[src/rtl/dma_io_responder_if.sv]
// dma_io_responder_if: DMA single-transfer bus plus the local byte-stream side of the responder
interface dma_io_responder_if #(
    parameter int DATA_WIDTH = 8
);
    logic                  enable;
    logic                  dir;
    logic                  DACK;
    logic                  IOR_N;
    logic                  IOW_N;
    logic                  EOP_N;
    logic                  DREQ;
    logic [DATA_WIDTH-1:0] DB_in;
    logic [DATA_WIDTH-1:0] DB_out;
    logic                  DB_oe;
    logic [DATA_WIDTH-1:0] tx_data;
    logic                  tx_valid;
    logic                  tx_ready;
    logic [DATA_WIDTH-1:0] rx_data;
    logic                  rx_valid;
    logic                  rx_ready;
    logic                  tc;
    logic                  tc_clear;
    logic                  spurious;

    modport slave (
        input  enable, dir, DACK, IOR_N, IOW_N, EOP_N, DB_in, tx_data, tx_valid, rx_ready, tc_clear,
        output DREQ, DB_out, DB_oe, tx_ready, rx_data, rx_valid, tc, spurious
    );

    modport master (
        output enable, dir, DACK, IOR_N, IOW_N, EOP_N, DB_in, tx_data, tx_valid, rx_ready, tc_clear,
        input  DREQ, DB_out, DB_oe, tx_ready, rx_data, rx_valid, tc, spurious
    );
endinterface

[src/rtl/dma_io_responder.sv]
// dma_io_responder: DMA-capable I/O device answering DREQ/DACK single transfers from two local FIFOs
module dma_io_responder #(
    parameter int DATA_WIDTH = 8,
    parameter int FIFO_DEPTH = 8
) (
    input  logic               CLK,
    input  logic               RESET_N,
    dma_io_responder_if.slave  bus
);
    localparam int AW = $clog2(FIFO_DEPTH);
    localparam logic [AW:0] FULL = (AW+1)'(FIFO_DEPTH);

    typedef enum logic [4:0] {
        IDLE = 5'b00001,
        REQ  = 5'b00010,
        ACK  = 5'b00100,
        STRB = 5'b01000,
        REL  = 5'b10000
    } state_t;

    state_t                r_state, w_next;
    logic                  r_dir, r_tc, r_spur;
    logic [DATA_WIDTH-1:0] r_hold, w_hold;
    logic [DATA_WIDTH-1:0] r_ob_mem [FIFO_DEPTH];
    logic [DATA_WIDTH-1:0] r_ib_mem [FIFO_DEPTH];
    logic [AW-1:0]         r_ob_wp, r_ob_rp, r_ib_wp, r_ib_rp;
    logic [AW:0]           r_ob_cnt, r_ib_cnt;
    logic                  w_strb_n, w_svc, w_commit, w_oe;
    logic                  w_ob_push, w_ob_pop, w_ib_push, w_ib_pop;

    assign w_strb_n  = r_dir ? bus.IOW_N : bus.IOR_N;
    assign w_svc     = bus.dir ? (r_ib_cnt != FULL) : (r_ob_cnt != '0);
    assign w_commit  = (r_state == STRB) && (w_strb_n || !bus.DACK);
    assign w_hold    = !bus.IOW_N ? bus.DB_in : r_hold;
    assign w_ob_push = bus.tx_valid && (r_ob_cnt != FULL);
    assign w_ob_pop  = w_commit && !r_dir && (r_ob_cnt != '0);
    assign w_ib_push = w_commit && r_dir && (r_ib_cnt != FULL);
    assign w_ib_pop  = bus.rx_ready && (r_ib_cnt != '0);

    // state register
    always_ff @(posedge CLK or negedge RESET_N) begin
        if (!RESET_N) r_state <= IDLE;
        else          r_state <= w_next;
    end

    // next-state and bus outputs; a strobe wins over a simultaneous DACK drop in ACK
    always_comb begin
        w_next = r_state;
        case (r_state)
            IDLE:    if (bus.enable && w_svc && !r_tc) w_next = REQ;
            REQ:     w_next = bus.DACK ? ACK : (!bus.enable ? IDLE : REQ);
            ACK:     w_next = !w_strb_n ? STRB : (!bus.DACK ? IDLE : ACK);
            STRB:    w_next = !bus.DACK ? IDLE : (w_strb_n ? REL : STRB);
            REL:     if (!bus.DACK) w_next = IDLE;
            default: w_next = IDLE;
        endcase
        w_oe         = (r_state == STRB) && !r_dir;
        bus.DREQ     = (r_state == REQ) || (r_state == ACK);
        bus.DB_oe    = w_oe;
        bus.DB_out   = w_oe ? r_ob_mem[r_ob_rp] : '0;
        bus.tx_ready = r_ob_cnt != FULL;
        bus.rx_valid = r_ib_cnt != '0;
        bus.rx_data  = r_ib_mem[r_ib_rp];
        bus.tc       = r_tc;
        bus.spurious = r_spur;
    end

    // direction latch, write holding register and sticky flags (set beats clear)
    always_ff @(posedge CLK or negedge RESET_N) begin
        if (!RESET_N) begin
            r_dir  <= 1'b0;
            r_hold <= '0;
            r_tc   <= 1'b0;
            r_spur <= 1'b0;
        end else begin
            if (r_state == IDLE) r_dir <= bus.dir;
            if ((r_state == ACK || r_state == STRB) && r_dir && !bus.IOW_N) r_hold <= bus.DB_in;
            r_tc   <= (!bus.EOP_N && bus.DACK) ? 1'b1 : (bus.tc_clear ? 1'b0 : r_tc);
            r_spur <= (bus.DACK && r_state == IDLE) ? 1'b1 : (bus.tc_clear ? 1'b0 : r_spur);
        end
    end

    // FIFO pointers and occupancy for both directions
    always_ff @(posedge CLK or negedge RESET_N) begin
        if (!RESET_N) begin
            r_ob_wp  <= '0;
            r_ob_rp  <= '0;
            r_ob_cnt <= '0;
            r_ib_wp  <= '0;
            r_ib_rp  <= '0;
            r_ib_cnt <= '0;
        end else begin
            if (w_ob_push) r_ob_wp <= r_ob_wp + AW'(1);
            if (w_ob_pop)  r_ob_rp <= r_ob_rp + AW'(1);
            if (w_ib_push) r_ib_wp <= r_ib_wp + AW'(1);
            if (w_ib_pop)  r_ib_rp <= r_ib_rp + AW'(1);
            r_ob_cnt <= r_ob_cnt + (AW+1)'(w_ob_push) - (AW+1)'(w_ob_pop);
            r_ib_cnt <= r_ib_cnt + (AW+1)'(w_ib_push) - (AW+1)'(w_ib_pop);
        end
    end

    // FIFO storage, contents need no reset since occupancy gates visibility
    always_ff @(posedge CLK) begin
        if (w_ob_push) r_ob_mem[r_ob_wp] <= bus.tx_data;
        if (w_ib_push) r_ib_mem[r_ib_wp] <= w_hold;
    end
endmodule
[src/flat_wrapper.sv]
// flat-port wrapper written by rule: the top's interface ports become plain ports
module dma_io_responder_flat 
#(
    parameter int DATA_WIDTH = 8,
    parameter int FIFO_DEPTH = 8
)
  (CLK, RESET_N, bus_enable, bus_dir, bus_DACK, bus_IOR_N, bus_IOW_N, bus_EOP_N, bus_DB_in, bus_tx_data, bus_tx_valid, bus_rx_ready, bus_tc_clear, bus_DREQ, bus_DB_out, bus_DB_oe, bus_tx_ready, bus_rx_data, bus_rx_valid, bus_tc, bus_spurious);
  dma_io_responder_if #(.DATA_WIDTH(DATA_WIDTH)) bus_i ();
  input  logic CLK;
  input  logic RESET_N;
  input wire logic [$bits(bus_i.enable)-1:0] bus_enable;
  input wire logic [$bits(bus_i.dir)-1:0] bus_dir;
  input wire logic [$bits(bus_i.DACK)-1:0] bus_DACK;
  input wire logic [$bits(bus_i.IOR_N)-1:0] bus_IOR_N;
  input wire logic [$bits(bus_i.IOW_N)-1:0] bus_IOW_N;
  input wire logic [$bits(bus_i.EOP_N)-1:0] bus_EOP_N;
  input wire logic [$bits(bus_i.DB_in)-1:0] bus_DB_in;
  input wire logic [$bits(bus_i.tx_data)-1:0] bus_tx_data;
  input wire logic [$bits(bus_i.tx_valid)-1:0] bus_tx_valid;
  input wire logic [$bits(bus_i.rx_ready)-1:0] bus_rx_ready;
  input wire logic [$bits(bus_i.tc_clear)-1:0] bus_tc_clear;
  output wire logic [$bits(bus_i.DREQ)-1:0] bus_DREQ;
  output wire logic [$bits(bus_i.DB_out)-1:0] bus_DB_out;
  output wire logic [$bits(bus_i.DB_oe)-1:0] bus_DB_oe;
  output wire logic [$bits(bus_i.tx_ready)-1:0] bus_tx_ready;
  output wire logic [$bits(bus_i.rx_data)-1:0] bus_rx_data;
  output wire logic [$bits(bus_i.rx_valid)-1:0] bus_rx_valid;
  output wire logic [$bits(bus_i.tc)-1:0] bus_tc;
  output wire logic [$bits(bus_i.spurious)-1:0] bus_spurious;
  assign bus_i.enable = bus_enable;
  assign bus_i.dir = bus_dir;
  assign bus_i.DACK = bus_DACK;
  assign bus_i.IOR_N = bus_IOR_N;
  assign bus_i.IOW_N = bus_IOW_N;
  assign bus_i.EOP_N = bus_EOP_N;
  assign bus_i.DB_in = bus_DB_in;
  assign bus_i.tx_data = bus_tx_data;
  assign bus_i.tx_valid = bus_tx_valid;
  assign bus_i.rx_ready = bus_rx_ready;
  assign bus_i.tc_clear = bus_tc_clear;
  assign bus_DREQ = bus_i.DREQ;
  assign bus_DB_out = bus_i.DB_out;
  assign bus_DB_oe = bus_i.DB_oe;
  assign bus_tx_ready = bus_i.tx_ready;
  assign bus_rx_data = bus_i.rx_data;
  assign bus_rx_valid = bus_i.rx_valid;
  assign bus_tc = bus_i.tc;
  assign bus_spurious = bus_i.spurious;
  dma_io_responder #(.DATA_WIDTH(DATA_WIDTH), .FIFO_DEPTH(FIFO_DEPTH)) u_core (.CLK(CLK), .RESET_N(RESET_N), .bus(bus_i));
endmodule
[config.mk]
export PLATFORM = sky130hd
export DESIGN_NAME = dma_io_responder_flat
export DESIGN_NICKNAME = d
export VERILOG_FILES = /design/src/rtl/dma_io_responder_if.sv /design/src/rtl/dma_io_responder.sv /design/src/flat_wrapper.sv
export SDC_FILE = /design/constraint.sdc
export NUM_CORES = 1
export LEC_CHECK = 0
export BUFFER_PORTS_ARGS = -buffer_cell sky130_fd_sc_hd__buf_4
export CORE_MARGIN = 3
export CORE_UTILIZATION = 30
export DETAILED_ROUTE_END_ITERATION = 12
export GPL_TIMING_DRIVEN = 0
export PLACE_DENSITY = 0.48
export SLEW_MARGIN = 20
export SYNTH_ARGS = -nofsm -noshare
export SYNTH_HDL_FRONTEND = slang
export SYNTH_SLANG_ARGS = --single-unit
[constraint.sdc]
create_clock -name CLK -period 3.7 [get_ports CLK]
set_input_delay 0.37 -clock CLK [delete_from_list [all_inputs] [get_ports CLK]]
set_output_delay 0.37 -clock CLK [all_outputs]
set_load 0.03 [all_outputs]
## Word level (Yosys, flattened, before mapping)

Memory sizes are Yosys's and may differ from the RTL's.
Cells that the tools add are included.
W data, S select, Z words.

| storage, ports and cells | value |
|---|---|
| register bits after elaboration | 36 |
| memory bits (writable) | 128 |
| input port bits | 27 |
| output and inout bits | 22 |
| logic and storage cells | 77 |
| memories kept | 2 |

| cells by class | value |
|---|---|
| $add $sub $neg | 8 |
| equal/unequal tests | 9 |
| multiplexer cells | 20 |
| reductions and logical operators | 27 |

Memories:

| memory | depth | bits a word | rd ports | clocked after Yosys merged registers in | write ports | RTL line | source |
|---|---|---|---|---|---|---|---|
| u_core.r_ib_mem | 8 | 8 | 1 | 0 | 1 | dma_io_responder.sv:25 | `logic [DATA_WIDTH-1:0] r_ib_mem [FIFO_DEPTH];` |
| u_core.r_ob_mem | 8 | 8 | 1 | 0 | 1 | dma_io_responder.sv:24 | `logic [DATA_WIDTH-1:0] r_ob_mem [FIFO_DEPTH];` |

Operator list:

| operator | number |
|---|---|
| $mux W5 | 6 |
| $pmux W5 S5 | 1 |
| $mux W8 | 2 |
| $logic_and A1 B1 Y1 | 14 |
| $add A3 B1 Y3 const B | 4 |
| $mux W1 | 9 |
| $add A4 B1 Y4 | 2 |
| $ne A4 B4 Y1 const B | 2 |
| $reduce_bool A4 Y1 | 2 |
| $sub A4 B1 Y4 | 2 |
| $eq A5 B1 Y1 const B | 1 |
| $eq A5 B2 Y1 const B | 1 |
| $eq A5 B3 Y1 const B | 1 |
| $eq A5 B4 Y1 const B | 1 |
| $eq A5 B5 Y1 const B | 1 |
| $logic_not A1 Y1 | 5 |
| $reduce_bool A2 Y1 | 2 |
| $logic_or A1 B1 Y1 | 3 |
| $mux W3 | 1 |
| $mux W2 | 1 |
| $ne A2 B1 Y1 const B | 1 |
| $ne A2 B2 Y1 const B | 1 |
| $reduce_and A2 Y1 | 1 |

## Depth between registers and ports, before layout

Gate-level depths: netlist (run 1).

| depth | value |
|---|---|
| depth after elaboration | 7 |
| depth in mapped cells | 11 |
| gate-level depth less buffers | 11 |

## Worst setup path after synthesis (run 1)

OpenSTA, ideal clock, no wires.

| path | value |
|---|---|
| path kind | flip-flop to flip-flop |
| from | register u_core.r_state[4] |
| to | memory u_core.r_ib_mem[0][0] (enable) |
| setup time | 0.383 ns |
| arrival time | 2.299 ns |
| data required time | 3.317 ns |
| path slack | 1.017 ns |
| stages on the path, launching flop included | 6 |
| path buffers | 1 |
| clock period less this slack | 2.683 ns |
| cell sequence | dfrtp_1 buf_6 or4b_4 a2111oi_4 nand2b_2 nor3_1 |

| between the ends | value |
|---|---|
| word-level cells in the longest chain between the ends | 6 |

Ends and longest elaborated chain:

| element | RTL line | source |
|---|---|---|
| from (decl) | dma_io_responder.sv:21 | `state_t r_state, w_next;` |
| from (signal assigned) | dma_io_responder.sv:43 | `else r_state <= w_next;` |
| $eq A5 B4 Y1 | dma_io_responder.sv:33 | `assign w_commit = (r_state == STRB) && (w_strb_n \|\| !bus.DACK);` |
| $logic_and A1 B1 Y1 | dma_io_responder.sv:33 |  |
| $logic_and A1 B1 Y1 (2 in a row) | dma_io_responder.sv:37 | `assign w_ib_push = w_commit && r_dir && (r_ib_cnt != FULL);` |
| $mux W1 | dma_io_responder.sv:105 | `if (w_ib_push) r_ib_mem[r_ib_wp] <= w_hold;` |
| $mux W1 (not written as such) | dma_io_responder.sv:105 |  |
| to (decl) | dma_io_responder.sv:25 |  |

Every way passes these cells.

## Worst setup path after layout (run 1)

| path | value |
|---|---|
| from | register u_core.r_ib_rp[1] |
| to | output bus_rx_data[5] |

| between the ends | value |
|---|---|
| word-level cells in the longest chain between the ends | 1 |

Ends and longest elaborated chain:

| element | RTL line | source |
|---|---|---|
| from (decl) | dma_io_responder.sv:26 | `logic [AW-1:0] r_ob_wp, r_ob_rp, r_ib_wp, r_ib_rp;` |
| from (signal assigned) | dma_io_responder.sv:96 | `if (w_ib_pop) r_ib_rp <= r_ib_rp + AW'(1);` |
| $mem_v2 Z8 W8 | -- |  |
| to (decl) | flat_wrapper.sv:26 | `output wire logic [$bits(bus_i.rx_data)-1:0] bus_rx_data;` |

Every way passes these cells.

==> metrics.md, run 1 <==
| Metric | Value |
|---|---|
| Yosys cell types | 44 |
| Initial drt markers | 185 |
| Fin Setup TNS | 0 ps |
| Net Sw Frac | 29.88% |
| Peak Freq | 326.0 MHz |
| Synth top area cells | edfxtp_1 55%, dfrtp_1 13%, mux4_2 10% |
| Cell Rows | 55 |
| Max-cap viol count | 0 |
| TritonCTS clock tree | yes |
| GRT Total Usage | 12.16% |
| Status | finished clean |
| Internal | 3.904 mW |
| Worst Setup Start Kind | flip-flop |
| Reg-to-reg startpoint | u_core.r_state[4]$_DFFE_PN0P_ |
| CP Launch Point | u_core.r_ib_rp[1]$_DFFE_PN0P_ |
| Skew final | 8.604 ps |
| Yosys warning count | 0 |
| Share of total power in the clock network | 31.9% |
| Min Tclk post-route | 3067 ps |
| Part of the Yosys area used for sequential elements | 68.16% |
| Num CTS Buffers | 17 |
| Clk sinks | 164 |
| Root Buffer | clkbuf_16 |
| Final Hold Viols | 0 |
| Top cells by count, synth | 128 x edfxtp_1, 35 x dfrtp_1, 32 x mux4_2, 28 x mux2_2, 26 x nor2_1 |
| Initial Util | 30.66% |
| Area share of the largest cell type after synthesis | 55.20% |
| Detail Route Antenna Nets | 0 |
| Clock-pin slew on the worst setup and hold paths | 70 ps |
| Reg power frac | 42.4% |
| Critical Path Sink Type | primary output |
| Largest net degree at the start of global routing | 37 |
| Pre-CTS WS | 391.5 ps |
| First-pass DRT Iterations | 6 |
| Hold WC Path Type | in -> reg |
| Initial antenna violation count | 0 |
| Most common cell in the netlist | edfxtp_1 |
| Pwr Total | 5.567 mW |
| H-tree depth | 4 |
| Global-route congestion overflow total | 0 |
| CP Data Required Time | 3330 ps |
| Static Leak | 2.978 nW |
| DPL Wire Length | 9450 µm |
| Core footprint | 22710 µm² |
| Via density | 4.640 |
| Cells after Synth | 393 |
| Area Growth Syn to Fin | 19.53% |
| Slack of the critical path | 632.6 ps |
| Main flop type after synthesis | edfxtp_1 |
| Post-synthesis net count | 438 |
| Max clock buf depth | 2 |
| Hold Path Depth | 2 |
| Worst slew pin tran | 1015 ps |
| Post-CTS sizing | 0 |
| Syn Std Cell Area | 6963 µm² |
| Skew-Pair Late Insertion Delay | 420 ps |
| Global-route wire length before repair | 22270 µm |
| Fraction of registers with async set or reset after synthesis | 21.95% |
| Cell Pwr Density | 668.9 nW/µm² |
| Setup violations, final | 0 |
| Mean Syn Cell Area | 17.72 µm² |
| Rel. slew slack | 32.07% |
| Filler cell count in the final layout | 2145 |
| RD Place Congestion | 0.7822 |
| Remaining DRCs | 0 |
| Period utilization | 82.90% |
| CP max FO | 10 |
| Post-synth EDFFs | 128 |
| Setup Buffers After CTS | 0 |
| RSZ-0062 raised after global routing | no |
| Share of layout cells above drive strength 1 | 35.22% |
| NumNets Final | 509 |
| Die H | 158.3 µm |
| Switch Pwr | 1.663 mW |
| Final Util | 36.65% |
| DRT Wirelength | 14310 µm |
| Part of the power in combinational logic | 25.8% |
| Cells after DPL | 729 |
| Worst R2R End | u_core.r_ib_mem[3][3]$_DFFE_PP_ |
| DIE AREA | 25070 µm² |
| Wirelength per Cell | 18.78 µm |
| Area leader, netlist | edfxtp_1 |
| DR vias | 3536 |
| Worst Setup EP | bus_rx_data[5] |
| Yosys reg bits | 164 |
| Vias in the first global route | 3930 |
| Worst Path Class, Setup | reg -> out |
| # IOs | 49 |
| Number of diodes | 0 |
| Final std cells w/o fill | 762 |
| Die W | 158.3 µm |
| Arr. time, crit path | 2700 ps |
| Worst reg-to-reg path cell count | 5 |
| Max-slew violations | 0 |
| Worst vdd ir | 0.2807 mV |
| IO Port Bufs | 48 |
| R2R setup slack | 680 ps |
worst max-delay path, cell delays in order (launching register included):
cell      delay [ps]
dfrtp_1          350
clkbuf_1         440
buf_1            590
mux4_2           410
mux2_2           310
buf_4            180
cells in the final DEF (no fill, tap or decap), types with 3 or more instances in the layout:
cell       count
edfxtp_1     128
dfrtp_1       35
buf_2          5
nand2_1        8
nand3_1        3
nor3b_1        4
clkbuf_16     17
mux2_2        28
nor3_1         3
a21oi_1        5
nand2b_1       6
mux2i_1       11
inv_6          6
buf_4         51
a21o_1         3
xnor2_1        7
ha_1          16
nor2_1        26
nor3_2         5
clkinv_4       3
inv_1         21
xor2_1         7
buf_1          3
clkbuf_1       8
mux4_2        32
timing repair:
action	CTS	global route
endpoints found under the hold margin	35	0
endpoints found under the setup margin	0	0
hold buffers	1	0
per-layer routing:
metal  track usage, %  up-vias  routed length (µm)
li1                 -     1642                   -
met1            14.93     1833                6176
met2            21.36       50                7521
met3            2.800       11                 449
met4            3.728        0                 159
met5                0        -                   0
cells by family (layout without fill, tap and decap cells):
family | count (synthesis) | count (layout) | share of synthesized area, %
xor+xnor | 14 | 14 | 1.761
flops | 164 | 164 | 68.16
fa+ha+maj | 18 | 18 | 3.450
compound gates | 17 | 17 | 2.174
mux | 72 | 72 | 16.68
buf+inv | 38 | 122 | 2.246
simple gates | 70 | 70 | 5.535
stage by stage:
step | hold WS (ps) | cell area (µm²)
detailed placement | 403.1 | 7717
floorplan | 74.41 | 6963
finish | 134.2 | 8323
global placement | 397.1 | 7680
global route | 121.4 | 8323
CTS | 112.0 | 8323
how the worst min path moves through the flow:
| stage | from | to | slack (ps) |
|---|---|---|---|
| after floorplan | RESET_N | u_core.bus.spurious$_DFFE_PN0P_ | 70 |
| after CTS | bus_tc_clear | u_core.bus.tc$_DFFE_PN0P_ | 110 |
| final | bus_tc_clear | u_core.bus.tc$_DFFE_PN0P_ | 130 |
| after global routing | bus_tc_clear | u_core.bus.tc$_DFFE_PN0P_ | 120 |
| after detailed placement | RESET_N | u_core.r_ob_wp[1]$_DFFE_PN0P_ | 400 |
| after global placement | RESET_N | u_core.r_ob_wp[2]$_DFFE_PN0P_ | 400 |
cell type report:
| cell class | instances | area, µm² | area share (%) |
|---|---|---|---|
| Clock buffer | 17 | 425.4 | 5.111 |
| Tap cell | 285 | 356.6 | 4.284 |
| Buffer | 17 | 77.57 | 0.9321 |
| Timing Repair Buffer | 52 | 392.9 | 4.720 |
| Inverter | 21 | 78.83 | 0.9471 |
| Sequential cell | 164 | 4746 | 57.02 |
| Multi-Input combinational cell | 191 | 2076 | 24.94 |
| Clock inverter | 15 | 170.2 | 2.044 |
registers in the layout, indices dropped and copies added, names as in the netlist:
name,cells
u_core.bus.spurious,1
u_core.r_ib_wp,3
u_core.r_dir,1
u_core.bus.tc,1
u_core.r_state,5
u_core.r_ob_rp,3
u_core.r_ib_mem,64
u_core.r_ob_wp,3
u_core.r_ob_mem,64
u_core.r_ib_cnt,4
u_core.r_ob_cnt,4
u_core.r_hold,8
u_core.r_ib_rp,3
power groups by stage:
stage | sequential [mW] | combinational, mW | clock, mW
2_1_floorplan | 2.37 | 1.03 | 0
3_3_place_gp | 2.38 | 1.42 | 0
3_5_place_dp | 2.40 | 1.47 | 0
4_1_cts | 2.36 | 1.48 | 1.82
5_1_grt | 2.38 | 1.59 | 1.90
6_report | 2.36 | 1.43 | 1.77
Power figures use the tool's default switching activity.
==> run 2, diff against run 1 <==
--- a/config.mk
+++ b/config.mk
@@ -5,6 +5,7 @@
 export SDC_FILE = /design/constraint.sdc
 export NUM_CORES = 1
 export LEC_CHECK = 0
+export ABC_AREA = 1
 export BUFFER_PORTS_ARGS = -buffer_cell sky130_fd_sc_hd__buf_4
 export CORE_MARGIN = 3
 export CORE_UTILIZATION = 30
==> constraint.sdc (replaced) <==
create_clock -name CLK -period 2.84 [get_ports CLK]
set_input_delay 0.284 -clock CLK [delete_from_list [all_inputs] [get_ports CLK]]
set_output_delay 0.284 -clock CLK [all_outputs]
set_load 0.03 [all_outputs]
==> metrics.md, run 2 <==
| Metric | Value |
|---|---|
| Die W | 160.0 µm |
| RD Place Congestion | 0.7805 |
| Die H | 160.0 µm |
| Arr. time, crit path | 2240 ps |
| Post-synth EDFFs | 128 |
| Cells after Synth | 604 |
| DR vias | 4596 |
| Slowest cell delay on critical path | 480 ps |
| Skew-Pair Late Insertion Delay | 430 ps |
| Top cells by count, synth | 128 x edfxtp_1, 90 x nand2_1, 79 x nor2_1, 63 x o21ai_0, 44 x inv_1 |
| Mean Syn Cell Area | 11.77 µm² |
| Crit-path cells | inv_1 -> buf_1 -> o211ai_1 -> nand3_1 -> o211a_1 -> buf_4 |
| Number of diodes | 0 |
| Pwr Total | 8.294 mW |
| Cells after DPL | 965 |
| Final Hold Viols | 0 |
| Global-route wire length before repair | 25400 µm |
| Hold WC Path Type | in -> reg |
| DRT Wirelength | 16080 µm |
| Worst vdd ir | 0.4092 mV |
| Main flop type after synthesis | edfxtp_1 |
| Share of layout cells above drive strength 1 | 16.35% |
| Skew final | 11.76 ps |
| Area Growth Syn to Fin | 19.11% |
| CP max FO | 10 |
| Yosys reg bits | 164 |
| Synth top area cells | edfxtp_1 54%, dfrtp_1 12%, nand2_1 4.8% |
| Via density | 4.605 |
| Largest net degree at the start of global routing | 37 |
| Final Util | 36.85% |
| Part of the Yosys area used for sequential elements | 66.73% |
| Root Buffer | clkbuf_16 |
| Worst slew pin tran | 957.4 ps |
| Max clock buf depth | 2 |
| Global-route congestion overflow total | 0 |
| Vias in the first global route | 4619 |
| H-tree depth | 4 |
| Wirelength per Cell | 16.11 µm |
| Initial drt markers | 259 |
| DIE AREA | 25590 µm² |
| Num CTS Buffers | 17 |
| Max-cap viol count | 0 |
| Most frequent cells in the layout | 128 x edfxtp_1, 90 x nand2_1, 79 x nor2_1 |
| Status | finished clean |
| Core footprint | 22980 µm² |
| First-pass DRT Iterations | 4 |
| IO Port Bufs | 48 |
| Period utilization | 88.76% |
| Worst Hold Slack | 29.68 ps |
| Min Tclk post-route | 2521 ps |
| Cell Pwr Density | 979.1 nW/µm² |
| Yosys cell types | 39 |
| NumNets Final | 717 |
| Worst Setup Start Kind | flip-flop |
| Yosys warning count | 0 |
| Top Registers | u_core.r_ib_mem x64, u_core.r_ob_mem x64, u_core.r_hold x8 |
| Most common cell in the netlist | edfxtp_1 |
| Remaining DRCs | 0 |
| Setup Buffers After CTS | 0 |
| Clk sinks | 164 |
| DPL Wire Length | 11060 µm |
| CP Data Required Time | 2560 ps |
| Rel. slew slack | 35.50% |
| Initial antenna violation count | 0 |
| Syn Std Cell Area | 7112 µm² |
| Max-slew violations | 0 |
| Post-synthesis net count | 649 |
| # IOs | 49 |
| Static Leak | 3.339 nW |
| Critical Path Sink Type | primary output |
| Critical path's slowest cell | buf_1 |
| Initial Util | 30.94% |
| RSZ-0062 raised after global routing | no |
| Fin Setup TNS | 0 ps |
| Clock-pin slew on the worst setup and hold paths | 70 ps |
| TritonCTS clock tree | yes |
| Worst Path Class, Setup | reg -> out |
| Setup violations, final | 0 |
| Area leader, netlist | edfxtp_1 |
| Fraction of registers with async set or reset after synthesis | 21.95% |
| Final std cells w/o fill | 998 |
| Area share of the largest cell type after synthesis | 54.05% |
| GRT Total Usage | 12.94% |
| Detail Route Antenna Nets | 0 |
| Cell Rows | 55 |
| Peak Freq | 396.7 MHz |
| Most common cell after layout, fill and taps aside | edfxtp_1 |
[run 2: cell count changes after synthesis, sizes merged, moves of 8 or more]
cell,previous run,this run
inv,21,46
mux2,29,0
mux4,32,0
nand2,9,94
nand3,3,21
nor2,26,82
o211a,0,8
o211ai,0,8
o21ai,2,71
o22ai,2,19
or2,1,9
[run 2: kinds of logic after synthesis]
group | count (synthesis) | synth area share, %
and+or+nand+nor | 214 | 13.30
DFF | 164 | 66.73
AOI/OAI and AO/OA | 113 | 9.254
buffers and inverters | 70 | 3.976
adders and majority gates | 18 | 3.378
muxes | 16 | 2.252
xor gates and xnor gates | 9 | 1.108
[run 2: timing repair]
action / 4_1_cts / 5_1_grt
hold endpoints to repair: 35 / 0
gates resized for setup: 0 / 0
hold buffers: 1 / 0
[run 2: worst max-delay path: cells and delay by family, from the launching register on]
family | cells | cell delay, ps
compound gates | 2 | 370
buf+inv | 3 | 830
flops | 1 | 450
simple gates | 1 | 160
[run 2: metrics by stage]
step                      setup slack (ps)  instance area, µm²
after global routing                 195.7                8471
final                                319.3                8471
after detailed placement             504.5                7864
after CTS                            289.7                8471
after global placement               535.6                7864
after floorplan                      553.7                7112
[run 2: cell type report]
| class | instances | area [µm²] |
|---|---|---|
| Buffer | 21 | 98.84 |
| Clock buffer | 18 | 429.2 |
| Clock inverter | 14 | 167.7 |
| Fill cell | 2289 | 14510 |
| Inverter | 49 | 183.9 |
| Multi-Input combinational cell | 370 | 2083 |
| Sequential cell | 164 | 4746 |
| Tap cell | 313 | 391.6 |
| Timing Repair Buffer | 49 | 370.4 |
[run 2: metal layers]
| layer | part of all wire [%] | vias to the layer above | track usage, % | wire length, µm |
|---|---|---|---|---|
| met5 | 0 | - | 0 | 0 |
| met1 | 46 | 2250 | 16.52 | 7345 |
| li1 | - | 2249 | - | - |
| met4 | 1.3 | 0 | 4.615 | 203 |
| met2 | 50 | 83 | 21.94 | 7998 |
| met3 | 3.3 | 14 | 2.516 | 529 |
[run 2: final timing paths]
path | slack, ps | from | cells past startpoint | end
worst max-delay path | 320 | u_core.r_ob_rp[0]$_DFFE_PN0P_ | 6 | bus_DB_out[3]
worst min-delay path | 30 | bus_EOP_N | 2 | u_core.bus.tc$_DFFE_PN0P_
worst max register to register | 500 | u_core.r_state[2]$_DFFE_PN0P_ | 10 | u_core.r_ob_cnt[2]$_DFF_PN0_
worst min register to register | 490 | u_core.r_hold[7]$_DFFE_PN0P_ | 2 | u_core.r_hold[7]$_DFFE_PN0P_
max in group asynchronous | 2110 | RESET_N | 2 | u_core.r_hold[5]$_DFFE_PN0P_
min in group asynchronous | 360 | RESET_N | 2 | u_core.r_state[1]$_DFFE_PN0P_
[run 2: where the power goes]
| group | internal [mW] | switching (mW) |
|---|---|---|
| combinational | 0.936 | 1.85 |
| clock | 1.32 | 0.999 |
| sequential | 2.99 | 0.191 |
| total | 5.25 | 3.04 |
==> run 3, diff against run 2 <==
--- a/config.mk
+++ b/config.mk
@@ -11,6 +11,7 @@
 export CORE_UTILIZATION = 30
 export DETAILED_ROUTE_END_ITERATION = 12
 export GPL_TIMING_DRIVEN = 0
+export HOLD_SLACK_MARGIN = 0.12
 export PLACE_DENSITY = 0.48
 export SLEW_MARGIN = 20
 export SYNTH_ARGS = -nofsm -noshare
==> constraint.sdc (replaced) <==
create_clock -name CLK -period 2.5 [get_ports CLK]
set_input_delay 0.25 -clock CLK [delete_from_list [all_inputs] [get_ports CLK]]
set_output_delay 0.25 -clock CLK [all_outputs]
set_load 0.03 [all_outputs]
==> metrics.md, run 3 (synthesized netlist as in run 2, its figures left out) <==
| Metric | Value |
|---|---|
| Setup Buffers After CTS | 0 |
| Most frequent cells in the layout | 128 x edfxtp_1, 90 x nand2_1, 79 x nor2_1 |
| CP Launch Point | u_core.r_ib_rp[1]$_DFFE_PN0P_ |
| Min Tclk post-route | 2363 ps |
| Detail Route Antenna Nets | 0 |
| Period utilization | 94.51% |
| Share of total power in the clock network | 27.9% |
| Vias in the first global route | 4663 |
| Final Hold Viols | 0 |
| Hold_sp | bus_DB_in[2] |
| Max-slew violations | 0 |
| RSZ-0062 raised after global routing | no |
| TritonCTS clock tree | yes |
| IO Port Bufs | 48 |
| Worst Path Class, Setup | reg -> out |
| Remaining DRCs | 0 |
| Rel. slew slack | 37.33% |
| Clock-pin slew on the worst setup and hold paths | 70 ps |
| Share of layout cells above drive strength 1 | 16.74% |
| Die W | 160.0 µm |
| Pwr Total | 9.466 mW |
| Die H | 160.0 µm |
| Fin Setup TNS | 0 ps |
| Wirelength per Cell | 15.82 µm |
| Status | finished clean |
| Part of the power in combinational logic | 33.9% |
| Root Buffer | clkbuf_16 |
| Static Leak | 3.432 nW |
| RD Place Congestion | 0.7805 |
| Setup violations, final | 0 |
| Max-cap viol count | 0 |
| DR vias | 4624 |
| Internal | 5.999 mW |
| Peak Freq | 423.2 MHz |
| Skew final | 12.07 ps |
| Global-route congestion overflow total | 0 |
| # IOs | 49 |
| Hold WC Path Type | in -> reg |
| Number of diodes | 0 |
| Top Registers | u_core.r_ib_mem x64, u_core.r_ob_mem x64, u_core.r_hold x8 |
| Hold Path Depth | 3 |
| NumNets Final | 737 |
| CP Data Required Time | 2250 ps |
| R2R setup slack | 160 ps |
| Largest net degree at the start of global routing | 37 |
| DRT Wirelength | 16100 µm |
| Worst reg-to-reg path cell count | 10 |
| Skew-Pair Late Insertion Delay | 430 ps |
| First-pass DRT Iterations | 5 |
| CP max FO | 10 |
| Global-route wire length before repair | 25450 µm |
| Worst R2R End | u_core.r_ob_cnt[2]$_DFF_PN0_ |
| Initial antenna violation count | 0 |
| Met3 wire len | 548 µm |
| Most common cell after layout, fill and taps aside | edfxtp_1 |
| H-tree depth | 4 |
| DPL Wire Length | 11060 µm |
| Net Sw Frac | 36.63% |
| Register area | 4747 µm² |
| Initial Util | 30.94% |
| Worst slew pin tran | 930.3 ps |
| Num CTS Buffers | 17 |
| Reg-to-reg startpoint | u_core.r_state[2]$_DFFE_PN0P_ |
| Met1 wire length | 7445 µm |
| Hold Path End | u_core.r_hold[2]$_DFFE_PN0P_ |
| Worst Setup Start Kind | flip-flop |
| Area Growth Syn to Fin | 22.06% |
| Cell Pwr Density | 1090 nW/µm² |
| Core footprint | 22980 µm² |
| Max clock buf depth | 2 |
| Initial drt markers | 225 |
| Critical Path Sink Type | primary output |
| Footprint of the multi-input gates | 2083 µm² |
| Switch Pwr | 3.467 mW |
| Clk sinks | 164 |
| Uppermost routed layer | met4 |
| Filler cell count in the final layout | 2279 |
| Via density | 4.542 |
| Arr. time, crit path | 2110 ps |
| GRT Total Usage | 12.95% |
| Reg power frac | 38.2% |
| WL met2 | 7897 µm |
| DIE AREA | 25590 µm² |
| Worst vdd ir | 0.4657 mV |
| Cell Rows | 55 |
-- run 3: timing repair --
action	in CTS	in global routing
endpoints found under the setup margin	4	12
hold endpoints to repair	110	0
resized for setup	2	6
hold buffers	21	0
-- run 3: power by group through the flow --
stage / clock [mW] / combinational (mW) / sequential [mW]
3_5_place_dp: 0 / 3.21 / 3.67
5_1_grt: 2.81 / 3.60 / 3.66
4_1_cts: 2.69 / 3.26 / 3.62
3_3_place_gp: 0 / 3.14 / 3.65
2_1_floorplan: 0 / 2.19 / 3.62
6_report: 2.64 / 3.21 / 3.62
-- run 3: per-stage QoR --
| stage | util, % | cells | setup slack (ps) | cell area (µm²) | hold slack [ps] |
|---|---|---|---|---|---|
| after floorplan | - | 604 | 213.7 | 7112 | -45.59 |
| after global placement | 34.21 | 965 | 195.6 | 7864 | 261.0 |
| after detailed placement | 34.21 | 965 | 164.5 | 7864 | 268.3 |
| after CTS | 37.74 | 1018 | 53.32 | 8673 | 144.5 |
| after global routing | 37.77 | 1018 | 0.3146 | 8681 | 153.5 |
| final | 37.77 | 1018 | 137.3 | 8681 | 143.5 |
-- run 3: area by class of cell --
type | count | area share [%]
multi-input cells | 370 | 24.00
plain buffers | 21 | 1.182
flip-flops and latches | 164 | 54.68
inverters | 49 | 2.176
repair buffers | 69 | 6.572
well taps | 313 | 4.511
clock buffers | 18 | 4.944
clock inverters | 14 | 1.931
-- run 3: worst max-delay path, stage by stage (launching register included) --
cell      delay [ps]
dfrtp_1          470
clkbuf_1         450
o21ai_0          180
o22ai_1          220
nand2_1           80
nand2_1          110
buf_4            170
-- run 3: how the worst max path moves through the flow --
| stage | to | depth (start not counted) |
|---|---|---|
| 4_1_cts | bus_DB_out[2] | 6 |
| 3_3_place_gp | u_core.r_ob_cnt[2]$_DFF_PN0_ | 10 |
| 3_5_place_dp | u_core.r_ob_cnt[2]$_DFF_PN0_ | 10 |
| 2_1_floorplan | u_core.r_ib_cnt[2]$_DFF_PN0_ | 10 |
| 5_1_grt | bus_DB_out[4] | 5 |
| 6_report | bus_rx_data[2] | 6 |
-- run 3: routing by layer --
metal  up-vias  global-route usage [%]
met5         -                       0
met4         0                   4.615
met3        14                   2.464
met2        78                   21.94
met1      2245                   16.60
li1       2287                       -
